## src/rtl/pacman_pkg.sv

```systemverilog
// Shared types and defaults for the Pacman monster movement engine.
package pacman_pkg;

  typedef enum logic [1:0] {
    ModeScatter = 2'd0,
    ModeChase   = 2'd1,
    ModeFright  = 2'd2
  } mode_e;

  typedef enum logic [1:0] {
    StIdle  = 2'd0,
    StSweep = 2'd1,
    StDone  = 2'd2
  } sweep_e;

  localparam int unsigned DefMaxX = 319;
  localparam int unsigned DefMaxY = 239;

  // Bit 0 selects the right edge, bit 1 the bottom edge.
  function automatic logic [1:0] scatter_corner(input int unsigned idx);
    return {idx[1], idx[0]};
  endfunction

endpackage

```

## src/rtl/monster_step.sv

```systemverilog
// Combinational single-pixel step: seek (tx, ty) or flee from it, clamped to the playfield.
module monster_step #(
  parameter int unsigned W     = 9,
  parameter int unsigned MAX_X = 319,
  parameter int unsigned MAX_Y = 239
) (
  input  logic [W-1:0] x,
  input  logic [W-1:0] y,
  input  logic [W-1:0] tx,
  input  logic [W-1:0] ty,
  input  logic         flee,
  output logic [W-1:0] nx,
  output logic [W-1:0] ny
);

  localparam logic [W-1:0] MaxX = W'(MAX_X);
  localparam logic [W-1:0] MaxY = W'(MAX_Y);
  localparam logic [W-1:0] One  = W'(1);

  always_comb begin
    nx = x;
    ny = y;
    if (flee) begin
      if (x <= tx && x != '0) begin
        nx = x - One;
      end else if (x > tx && x < MaxX) begin
        nx = x + One;
      end else if (y <= ty && y != '0) begin
        ny = y - One;
      end else if (y > ty && y < MaxY) begin
        ny = y + One;
      end
    end else if (x != tx) begin
      if (x < tx) begin
        if (x < MaxX) nx = x + One;
      end else if (x != '0) begin
        nx = x - One;
      end
    end else if (y != ty) begin
      if (y < ty) begin
        if (y < MaxY) ny = y + One;
      end else if (y != '0) begin
        ny = y - One;
      end
    end
  end

endmodule

```

## src/rtl/monster_chaser.sv

```systemverilog
// Multi-monster movement engine: tick divider, mode sequencer, per-tick sweep that steps
// one monster per cycle through a shared step unit, and a registered indexed read port.
module monster_chaser
  import pacman_pkg::*;
#(
  parameter int unsigned W              = 9,
  parameter int unsigned N_MON          = 4,
  parameter int unsigned IDX_W          = 3,
  parameter int unsigned MAX_X          = DefMaxX,
  parameter int unsigned MAX_Y          = DefMaxY,
  parameter int unsigned HOME_X         = 100,
  parameter int unsigned HOME_Y         = 100,
  parameter int unsigned HOME_DX        = 16,
  parameter int unsigned TICK_DIV       = 8,
  parameter int unsigned SCATTER_SWEEPS = 7,
  parameter int unsigned CHASE_SWEEPS   = 20,
  parameter int unsigned FRIGHT_SWEEPS  = 6
) (
  input  logic             clk,
  input  logic             rst,
  input  logic             en,
  input  logic             frighten,
  input  logic [W-1:0]     p_x,
  input  logic [W-1:0]     p_y,
  input  logic [IDX_W-1:0] index,
  output logic [W-1:0]     m_x,
  output logic [W-1:0]     m_y,
  output logic [1:0]       mode,
  output logic             busy,
  output logic             sweep_done
);

  localparam int unsigned DivW = $clog2(TICK_DIV);
  localparam int unsigned CntW = 8;

  // Tick divider
  logic [DivW-1:0] div_q;
  logic            tick;

  assign tick = en && (div_q == DivW'(TICK_DIV - 1));

  always_ff @(posedge clk) begin
    if (rst) begin
      div_q <= '0;
    end else if (en) begin
      div_q <= tick ? '0 : div_q + DivW'(1);
    end
  end

  // Sweep FSM
  sweep_e          state_q, state_d;
  logic [IDX_W-1:0] k_q;
  logic             last_k;
  logic [W-1:0]     px_q, py_q;
  mode_e            lmode_q;

  assign last_k = (k_q == IDX_W'(N_MON - 1));

  always_ff @(posedge clk) begin
    if (rst) begin
      state_q <= StIdle;
      k_q     <= '0;
      px_q    <= '0;
      py_q    <= '0;
      lmode_q <= ModeScatter;
    end else begin
      state_q <= state_d;
      k_q     <= (state_q == StSweep) ? k_q + IDX_W'(1) : '0;
      if (state_q == StIdle && tick) begin
        px_q    <= p_x;
        py_q    <= p_y;
        lmode_q <= mode_e'(mode);
      end
    end
  end

  always_comb begin
    state_d = state_q;
    unique case (state_q)
      StIdle:  if (tick) state_d = StSweep;
      StSweep: if (last_k) state_d = StDone;
      StDone:  state_d = StIdle;
      default: state_d = StIdle;
    endcase
  end

  always_comb begin
    busy       = (state_q == StSweep);
    sweep_done = (state_q == StDone);
  end

  // Mode sequencer
  mode_e           mode_q, mode_d, saved_mode_q, saved_mode_d;
  logic [CntW-1:0] cnt_q, cnt_d, saved_cnt_q, saved_cnt_d, cnt_inc, lim;

  always_ff @(posedge clk) begin
    if (rst) begin
      mode_q       <= ModeScatter;
      cnt_q        <= '0;
      saved_mode_q <= ModeScatter;
      saved_cnt_q  <= '0;
    end else begin
      mode_q       <= mode_d;
      cnt_q        <= cnt_d;
      saved_mode_q <= saved_mode_d;
      saved_cnt_q  <= saved_cnt_d;
    end
  end

  always_comb begin
    mode_d       = mode_q;
    cnt_d        = cnt_q;
    saved_mode_d = saved_mode_q;
    saved_cnt_d  = saved_cnt_q;
    cnt_inc      = cnt_q + CntW'(1);
    lim          = (mode_q == ModeScatter) ? CntW'(SCATTER_SWEEPS) :
                   (mode_q == ModeChase)   ? CntW'(CHASE_SWEEPS)   : CntW'(FRIGHT_SWEEPS);
    // frighten takes priority over a coincident sweep_done; that increment is dropped
    if (frighten) begin
      if (mode_q != ModeFright) begin
        saved_mode_d = mode_q;
        saved_cnt_d  = cnt_q;
      end
      mode_d = ModeFright;
      cnt_d  = '0;
    end else if (sweep_done) begin
      if (cnt_inc == lim) begin
        unique case (mode_q)
          ModeScatter: begin
            mode_d = ModeChase;
            cnt_d  = '0;
          end
          ModeChase: begin
            mode_d = ModeScatter;
            cnt_d  = '0;
          end
          default: begin
            mode_d = saved_mode_q;
            cnt_d  = saved_cnt_q;
          end
        endcase
      end else begin
        cnt_d = cnt_inc;
      end
    end
  end

  assign mode = mode_q;

  // Position storage, shared step unit, read port
  logic [W-1:0] pos_x_q [N_MON];
  logic [W-1:0] pos_y_q [N_MON];
  logic [W-1:0] cur_x, cur_y, rd_x, rd_y, tgt_x, tgt_y, nx, ny;
  logic [1:0]   corner;

  always_comb begin
    cur_x = '0;
    cur_y = '0;
    rd_x  = '0;
    rd_y  = '0;
    for (int i = 0; i < N_MON; i++) begin
      if (k_q == IDX_W'(i)) begin
        cur_x = pos_x_q[i];
        cur_y = pos_y_q[i];
      end
      if (index == IDX_W'(i)) begin
        rd_x = pos_x_q[i];
        rd_y = pos_y_q[i];
      end
    end
  end

  always_comb begin
    corner = scatter_corner(32'(k_q));
    if (lmode_q == ModeScatter) begin
      tgt_x = corner[0] ? W'(MAX_X) : '0;
      tgt_y = corner[1] ? W'(MAX_Y) : '0;
    end else begin
      tgt_x = px_q;
      tgt_y = py_q;
    end
  end

  monster_step #(
    .W     (W),
    .MAX_X (MAX_X),
    .MAX_Y (MAX_Y)
  ) u_step (
    .x    (cur_x),
    .y    (cur_y),
    .tx   (tgt_x),
    .ty   (tgt_y),
    .flee (lmode_q == ModeFright),
    .nx   (nx),
    .ny   (ny)
  );

  always_ff @(posedge clk) begin
    if (rst) begin
      for (int i = 0; i < N_MON; i++) begin
        pos_x_q[i] <= W'(HOME_X + i * HOME_DX);
        pos_y_q[i] <= W'(HOME_Y);
      end
    end else if (busy) begin
      for (int i = 0; i < N_MON; i++) begin
        if (k_q == IDX_W'(i)) begin
          pos_x_q[i] <= nx;
          pos_y_q[i] <= ny;
        end
      end
    end
  end

  always_ff @(posedge clk) begin
    if (rst) begin
      m_x <= '0;
      m_y <= '0;
    end else begin
      m_x <= rd_x;
      m_y <= rd_y;
    end
  end

endmodule

```

## config.mk

```make
export PLATFORM = sky130hd
export DESIGN_NAME = monster_chaser
export DESIGN_NICKNAME = d
export VERILOG_FILES = /design/src/rtl/pacman_pkg.sv /design/src/rtl/monster_step.sv /design/src/rtl/monster_chaser.sv
export SDC_FILE = /design/constraint.sdc
export NUM_CORES = 1
export LEC_CHECK = 0
export BUFFER_PORTS_ARGS = -buffer_cell sky130_fd_sc_hd__buf_2
export CORE_UTILIZATION = 62
export CTS_BUF_LIST = sky130_fd_sc_hd__clkbuf_16
export DETAILED_ROUTE_END_ITERATION = 8
export PLACE_DENSITY_LB_ADDON = 0.15
export SETUP_SLACK_MARGIN = 0.1
export SLEW_MARGIN = 20
export SYNTH_ARGS = -nofsm -noshare
export SYNTH_HDL_FRONTEND = slang
export SYNTH_SLANG_ARGS = --single-unit
```

## constraint.sdc

```tcl
create_clock -name clk -period 4.8 [get_ports clk]
set_input_delay 0.24 -clock clk [delete_from_list [all_inputs] [get_ports clk]]
set_output_delay 0.24 -clock clk [all_outputs]
set_load 0.1 [all_outputs]
```

* Word-level counts from Yosys, hierarchy flattened
Memories as Yosys holds them, arrays and structs flattened.
Cells that the tools add are included.
W data, S select, Z words.
** Storage, ports and cells
- Register bits after elaboration :: 66
- Output and inout port bits :: 22
- Word-level logic and storage cells :: 153
- Bits in writable memories :: 72
- Input port bits :: 25
- Memories :: 2
** Cells by class
- Add/sub/neg operators :: 7
- Eq/ne operators :: 17
- Bitwise operators :: 9
- Order comparisons :: 8
- Muxes and demuxes :: 75
- Reduce and logical (&&, ||, !) cells :: 22
** Memories
- pos_x_q :: words 4, width 9, read ports 4, clocked after Yosys merged registers in 0, wr ports 4, RTL line monster_chaser.sv:151 : logic [W-1:0] pos_x_q [N_MON];
- pos_y_q :: words 4, width 9, read ports 4, clocked after Yosys merged registers in 0, wr ports 4, RTL line monster_chaser.sv:152 : logic [W-1:0] pos_y_q [N_MON];
** Operators by type and width (count)
- $mux W9 :: 44
- $mux W8 :: 3
- $add A9 B1 Y9 const B :: 2
- $gt A9 B9 Y1 :: 2
- $le A9 B9 Y1 :: 2
- $lt A9 B9 Y1 :: 2
- $mux W1 :: 18
- $ne A9 B9 Y1 :: 2
- $reduce_bool A9 Y1 :: 2
- $sub A9 B1 Y9 const B :: 2
- $eq A3 B2 Y1 const B :: 4
- $mux W2 :: 5
- $mux W5 :: 2
- $lt A9 B8 Y1 const B :: 1
- $lt A9 B9 Y1 const B :: 1
- $add A8 B1 Y8 const B :: 1
- $eq A8 B5 Y1 :: 1
- $or A1 B1 Y1 :: 8
- $pmux W2 S2 :: 2
- $reduce_and A2 Y1 :: 4
- $add A3 B1 Y3 const B :: 2
- $eq A3 B1 Y1 const B :: 2
- $logic_and A1 B1 Y1 :: 6
- $logic_not A2 Y1 :: 3
- other kinds (10) :: 17

* Depth between registers and ports, before layout
Gate-level depths: netlist (run 1).
- Word-level depth :: 13
- Gate-level depth with buffers :: 21
- Mapped depth without buffers :: 16

* Modules after synthesis
From an unflattened synthesis (run 1), not the netlist that was laid out.
** Second synthesis, totals
- Cells, all modules :: 923
- Area, all modules :: 8370.5 um^2
** By module, submodules not included
- monster_chaser :: times used 1, seq. area each 3483.3 um^2, cells an instance 621, area an instance 6368.6 um^2
- monster_step :: times used 1, seq. area each 0.0 um^2, cells an instance 302, area an instance 2001.9 um^2

* Worst setup path before layout (run 1)
No wires, ideal clock.
- Path type :: register -> register
- Start point :: register k_q[0]
- End point :: memory pos_x_q[2][7], data pin
- Cell stages (with the launch flop) :: 19
- Buffers on the path :: 3
- Arrival time :: 4.033 ns
- Clock period less this slack :: 4.296 ns
- Path slack :: 0.504 ns
- Required time :: 4.537 ns
- Library setup time :: 0.263 ns
- Cell sequence :: dfxtp_1 > inv_1 > ha_1 > buf_4 > buf_6 > nor2b_1 > and3b_1 > a221o_1 > buf_2 > ha_1 > and3_1 > nand3_1 > a21oi_1 > o31ai_1 > a21oi_1 > mux2i_2 > o311ai_0 > a31oi_1 > nand2_1
** RTL lines
- from (decl) :: RTL line monster_chaser.sv:52 : logic [IDX_W-1:0] k_q;
- from (signal assigned) :: RTL line monster_chaser.sv:68 : k_q <= (state_q == StSweep) ? k_q + IDX_W'(1) : '0;
- to (decl) :: RTL line monster_chaser.sv:151

==> key figures, run 1 <==
Critical path
  – Critical path fanouts, max: 14
  – Crit end category: register
  – Crit-path max cell delay: 480 ps
  – Critical Path Start Type: register
  – Req. time, crit path: 4960 ps
  – Worst reg2reg path endpoint: pos_y_q[3][1]
  – CP dominant cell by count: ha_1
  – Reg2Reg Setup Slack: 190 ps
  – Worst-path cell with the longest stage delay: a211oi_2
  – Critical-path cell list: ha_1, ha_1, or2_1, buf_4, a221o_1, and2_1, inv_2, ha_1, a22o_1, o41ai_1, nand2_1, a22oi_1, buf_4, nand3b_1, o211ai_1, a211oi_2, nor2_1
  – Arrival time at the worst endpoint: 4770 ps
  – Worst r2r src: k_q[0]
  – WS Path Type: register to register
  – Cells on worst reg2reg path: 17

Routing
  – DRT antenna net count: 0
  – Total iterations of the first detailed-routing run: 6
  – Routed Wire Length: 25400 µm
  – Vias: 8241
  – WL per Instance: 20.7 µm
  – DRT iter0 DRCs: 1457
  – DR DRC count: 0
  – Via density: 6.73

CTS
  – CTS Buf Count: 17
  – Clock tree buffer depth: 2
  – Latest clock arrival within the worst-skew pair: 430 ps
  – Clk root buf: clkbuf_16
  – H-tree depth: 4
  – Worst-path clk slew: 60 ps
  – Clk sinks: 138
  – CTS tree: done
  – Post-CTS setup buffers: 0

Yosys
  – Compound-cell area share of the yosys netlist: 22.4%
  – Most used DFF post-synth: edfxtp_1
  – Xor and xnor area share after synthesis: 1.32%
  – Synthesized Nets: 1057
  – Post-synth ARST share: 0%
  – Largest family of logic cells by synthesized area: simple AND/OR/NAND/NOR gates
  – Adder-Cell Fraction of Synth Area: 4.35%
  – Syn Area/Cell: 8.60 µm²
  – Post-synthesis mux area share: 2.31%
  – Cell Area, Synth: 0.00862 mm²
  – Number of flops mapped to enable cells by yosys: 72
  – Sequential fraction of the synthesis area: 40.4%
  – Post-synthesis simple-gate area fraction: 23.8%
  – #FFs+latches synth: 138
  – Post-synthesis cell count: 1002
  – Distinct cells, synth: 83
  – Yosys warns: 0

Global route
  – Initial antenna violation count: 1
  – GRT Util Overall: 35.5%
  – First-pass GRT wire length: 39000 µm
  – Vias in the first global route: 7257
  – GR Overflow Total: 0
  – Largest net degree at the start of global routing: 44

Run
  – Maxcap violations: 0

Finish
  – Design area: 0.00968 mm²
  – Share of cells above drive strength 1: 14.6%
  – # nets final: 1090
  – Diodes inserted: 0
  – P&R area growth vs syn: 12.2%

Placed design
  – Port Buf Inserts: 46
  – Detailed placement HPWL: 17300 µm
  – Cell area after placement: 0.00903 mm²
  – GP Congestion: 0.999

Power
  – VDD IR max: 0.276 mV
  – PD cells: 304 mW/mm²
  – Leak: 3.57 nW

STA
  – Clock Skews: 6.29 ps
  – Fin. Hold Viols: 0
  – Fin. max-slew vios: 0
  – RSZ-0062 raised after global routing: true
  – Setup violators final: 0
  – Slew HR: 29.6%
  – WHS: 39.1 ps
  – Setup TNS: 0 ps
  – Max Fclk: 0.217 GHz
  – Fin crit period: 4610 ps
  – Slew @ Worst Pin: 1050 ps
  – Final period util: 96.1%

Floorplanning
  – Starting Density: 64.3%
  – Std-Cell Core Area: 0.0134 mm²
  – Die extent in x: 120 µm
  – Die height: 120 µm
  – DIE AREA: 0.0144 mm²
  – Std cell rows: 42
  – Num ports: 47

Worst hold path
  – Hold wc startpoint: p_x[1]
  – Hold Crit Depth: 3
  – Hold WC Path Type: primary input to register
  – Worst Hold Endpoint: px_q[1]

Run status
  – Outcome: finished, final reports clean
## cells in the mapped netlist, types with 9 or more instances
library cell | number | area (µm²)
a211oi_1 | 24 | 180
a21o_1 | 10 | 75.1
a21oi_1 | 79 | 395
a221o_1 | 12 | 120
a22oi_1 | 9 | 67.6
a31oi_1 | 12 | 75.1
and2_1 | 12 | 75.1
and3_1 | 10 | 62.6
buf_2 | 9 | 45.0
clkbuf_1 | 40 | 150
dfxtp_1 | 66 | 1320
edfxtp_1 | 72 | 2160
ha_1 | 30 | 375
inv_1 | 30 | 113
mux2i_1 | 14 | 140
nand2_1 | 120 | 450
nand2b_1 | 14 | 87.6
nand3_1 | 24 | 120
nand3b_1 | 13 | 97.6
nand4_1 | 14 | 87.6
nor2_1 | 130 | 488
nor2b_1 | 30 | 188
nor3_1 | 25 | 125
o21ai_0 | 33 | 165
o221ai_1 | 18 | 158
xnor2_1 | 9 | 78.8
## state kept, by name (all words and copies together), names as in the netlist, 3 cells and up
name,cells
saved_cnt_q,8
pos_x_q,36
m_x,9
k_q,3
m_y,9
px_q,9
py_q,9
div_q,3
pos_y_q,36
cnt_q,8
## layout make-up
| cell class | instances | area [µm²] |
|---|---|---|
| multi-input combinational | 761 | 4720 |
| fill | 1041 | 3720 |
| sequential | 138 | 3480 |
| timing repair buffer | 81 | 505 |
| clock buffer | 17 | 425 |
| tap | 176 | 220 |
| clock inverter | 15 | 189 |
| inverter | 36 | 135 |
## power by group
part	switching [mW]	internal (mW)	total [mW]
clock	0.551	0.828	1.38
sequential	0.0147	1.26	1.28
combinational	0.206	0.0758	0.281
total	0.771	2.17	2.94
## layout by cell type (no fill, tap or decap), types with 5 or more instances in the layout
master	count
o21ai_0	33
a21o_1	10
a211oi_2	5
a21oi_1	78
or3_1	5
nor3_1	25
mux2i_1	14
and3_1	10
dfxtp_1	66
nand4_1	14
a31oi_1	12
inv_1	30
nor2b_1	29
ha_1	29
a221o_1	12
and2_1	12
a211oi_1	23
a22oi_1	9
buf_2	46
buf_4	34
clkbuf_16	17
nand3b_1	13
xnor2_1	8
a32oi_1	5
o22ai_1	5
o211ai_1	5
nand3_1	24
nand2_1	120
nor2_1	129
inv_2	5
edfxtp_1	72
nand2b_1	14
o221ai_1	18
o21ai_1	8
## worst max-delay path by stage
stage | cells after the start | to | slack, ps | start
global placement | 16 | pos_x_q[3][2] | 420 | k_q[0]
detailed placement | 17 | pos_y_q[2][4] | 290 | k_q[0]
finish | 17 | pos_y_q[3][1] | 190 | k_q[0]
floorplan | 18 | pos_x_q[2][7] | 500 | k_q[0]
CTS | 17 | pos_y_q[2][4] | 270 | k_q[0]
global route | 16 | pos_y_q[1][8] | 7 | k_q[0]
## cell families (layout without fill, tap and decap cells)
group           count (synthesis)  after routing
fa+ha+maj                      30             30
simple gates                  424            424
xor+xnor                       13             13
compound gates                276            276
flops                         138            138
mux                            18             18
buf+inv                       103            149
## metrics by stage
stage               setup WS [ps]  power [mW]  cells  utilization, %
floorplan                     504        1.50   1002               -
global placement              421        1.57   1192            67.4
detailed placement            289        1.57   1192            67.4
CTS                           268        2.93   1224            71.9
global route                 6.98        3.00   1224            72.2
finish                        187        2.94   1224            72.2
## worst max-delay path, delay by kind of cell, from the launching register on
kind	cells	cell delay [ps]
buffers and inverters	3	610
flip-flops	1	340
AO/OA/AOI/OAI	6	1680
AND/OR/NAND/NOR	5	1040
adder cells (fa/ha/maj)	3	680
## routing by layer
| layer | track usage (%) | vias to the layer above | share of wire [%] |
|---|---|---|---|
| met5 | 0 | - | 0.032 |
| met4 | 15.9 | 2 | 3.6 |
| met3 | 6.51 | 98 | 11 |
| met2 | 53.7 | 608 | 44 |
| met1 | 49.4 | 3778 | 41 |
| li1 | - | 3755 | - |
## what timing repair did
item / in CTS / in global routing
hold buffers: 0 / 0
endpoints found under the setup margin: 0 / 38
gates resized for setup: 0 / 8
No activity file was read; power rests on OpenSTA's default activity.
==> run 2, diff against run 1 <==
--- a/config.mk
+++ b/config.mk
@@ -9,7 +9,7 @@
 export CORE_UTILIZATION = 62
 export CTS_BUF_LIST = sky130_fd_sc_hd__clkbuf_16
 export DETAILED_ROUTE_END_ITERATION = 8
-export PLACE_DENSITY_LB_ADDON = 0.15
+export PLACE_DENSITY = 0.82
 export SETUP_SLACK_MARGIN = 0.1
 export SLEW_MARGIN = 20
 export SYNTH_ARGS = -nofsm -noshare
==> run 2 against run 1 <==
Against the previous run:
- largest power group is now sequential cells
- setup slack better by 75 ps
- clock power is 14% lower
- total power is 6.6% lower
- critical path type unchanged
- cell area is 1.4% lower
- fmax is 1.7% higher
==> key figures, run 2 (synthesis results as in run 1) <==
STA
  – Fin. Hold Viols: 0 (unchanged)
  – Final setup margin: 262 ps (+74.9 ps)
  – Slew @ Worst Pin: 1120 ps (+67.0 ps)
  – Slew HR: 24.7% (-4.9 points)
  – Final period util: 94.5% (-1.6 points)
  – Max Fclk: 0.220 GHz (+1.7%)
  – WHS: 34.3 ps (-4.81 ps)
  – Setup violators final: 0 (unchanged)
  – Setup TNS: 0 ps (unchanged)
  – Clock Skews: 10.6 ps (+4.33 ps)
  – Fin. max-slew vios: 0 (unchanged)
  – RSZ-0062 raised after global routing: true
  – Fin crit period: 4540 ps (-74.9 ps)

CTS
  – Latest clock arrival within the worst-skew pair: 440 ps (about the same)
  – Post-CTS Resized: 0 (unchanged)
  – Clk sinks: 138 (unchanged)
  – CTS Hold Bufs: 0 (unchanged)
  – Clock tree buffer depth: 2 (unchanged)
  – Post-CTS setup buffers: 0 (unchanged)
  – CTS tree: done
  – H-tree depth: 4 (unchanged)
  – Clk root buf: clkbuf_16
  – CTS Buf Count: 17 (unchanged)
  – Worst-path clk slew: 70 ps (about the same)

Global route
  – Initial antenna violation count: 0 (-1)
  – GRT Util Overall: 34.4% (-1.1 points)
  – First-pass GRT wire length: 38200 µm (-2.0%)
  – Vias in the first global route: 7279 (+0.30%)
  – GR Overflow Total: 0 (unchanged)
  – Largest net degree at the start of global routing: 44 (unchanged)

Floorplanning
  – Std-Cell Core Area: 0.0134 mm² (unchanged)
  – Starting Density: 64.3% (unchanged)
  – Die extent in x: 120 µm (unchanged)
  – DIE AREA: 0.0144 mm² (unchanged)
  – Std cell rows: 42 (unchanged)
  – Num ports: 47 (unchanged)
  – Die height: 120 µm (unchanged)

Routing
  – DRT iter0 DRCs: 1311 (-10%)
  – DRT antenna net count: 0 (unchanged)
  – WL per Instance: 19.9 µm (-3.8%)
  – Total iterations of the first detailed-routing run: 7 (+1)
  – Vias: 8063 (-2.2%)
  – Routed Wire Length: 24400 µm (-4.0%)
  – DR DRC count: 0 (unchanged)
  – Via density: 6.60 (-2.0%)

Critical path
  – WS Path Type: register to register
  – Critical path fanouts, max: 24 (+10)
  – Req. time, crit path: 4960 ps (about the same)
  – Critical Path Start Type: register
  – Crit end category: register
  – Arrival time at the worst endpoint: 4700 ps (-70 ps)

Finish
  – Post-route insts no fill: 1222 (-0.16%)
  – Largest registers: pos_x_q (36), pos_y_q (36)
  – # nets final: 1088 (-0.18%)
  – P&R area growth vs syn: 10.7%
  – Core Util, Final: 71.2% (-0.99 points)
  – Fillers: 1077 (+3.5%)
  – Share of cells above drive strength 1: 14.3% (-0.26 points)
  – Commonest non-fill, non-tap cell in the layout: nor2_1
  – Most frequent cells in the layout: nor2_1 (130), nand2_1 (120), a21oi_1 (78)
  – Design area: 0.00955 mm² (-1.4%)
  – Diodes inserted: 0 (unchanged)

Placed design
  – Port Buf Inserts: 46 (unchanged)
  – Post-Place Cells: 1190 (-0.17%)
  – Detailed placement HPWL: 16500 µm (-4.7%)
  – GP Congestion: 1.00 (+0.55%)
  – Cell area after placement: 0.00901 mm² (-0.21%)
  – Pre-CTS WS: 148 ps (-141 ps)

Power
  – Tot Pwr: 2.74 mW (-6.6%)
  – Leak: 3.51 nW (-1.9%)
  – PD cells: 287 mW/mm² (-5.3%)
  – VDD IR max: 0.236 mV (-15%)

Run status
  – Outcome: finished, final reports clean

Worst hold path
  – Hold WC Path Type: primary input to register

Run
  – Maxcap violations: 0 (unchanged)
-- run 2: path summary, 6_finish.rpt --
check / to / from / cells after the start / slack [ps]
hold / removal: px_q[3] / p_x[3] / 3 / 30
setup / recovery: pos_x_q[3][0] / k_q[0] / 16 / 260
setup reg to reg: pos_x_q[3][0] / k_q[0] / 16 / 260
hold reg to reg: px_q[1] / px_q[1] / 2 / 460
-- run 2: area by class of cell --
cell class,instances,area (µm²),share of cell area (%)
Clock buffer,17,425,4.46
Clock inverter,15,100,1.05
Inverter,36,135,1.42
Multi-Input combinational cell,761,4700,49.3
Sequential cell,138,3480,36.5
Tap cell,176,220,2.31
Timing Repair Buffer,79,478,5.01
-- run 2: power by group --
part / total [mW] / internal (mW) / switching [mW]
Sequential: 1.28 / 1.26 / 0.0136
Combinational: 0.277 / 0.0748 / 0.202
Clock: 1.19 / 0.657 / 0.533
-- run 2: worst max-delay path, cell delays in order, from the launching register on --
cell	delay [ps]
dfxtp_1	380
ha_1	170
ha_1	150
buf_4	340
and3b_1	230
a221o_1	360
ha_1	350
and3_1	150
nand3_1	110
a21oi_1	190
o31ai_1	130
a21oi_1	280
buf_4	290
mux2i_4	380
o21ai_0	220
xnor2_1	470
nor2_1	80
-- run 2: per-layer routing --
| metal | share of wire, % | track usage [%] |
|---|---|---|
| met1 | 41 | 45.8 |
| met2 | 45 | 53.8 |
| met3 | 11 | 8.65 |
| met4 | 3.0 | 13.2 |
| met5 | 0 | 0 |
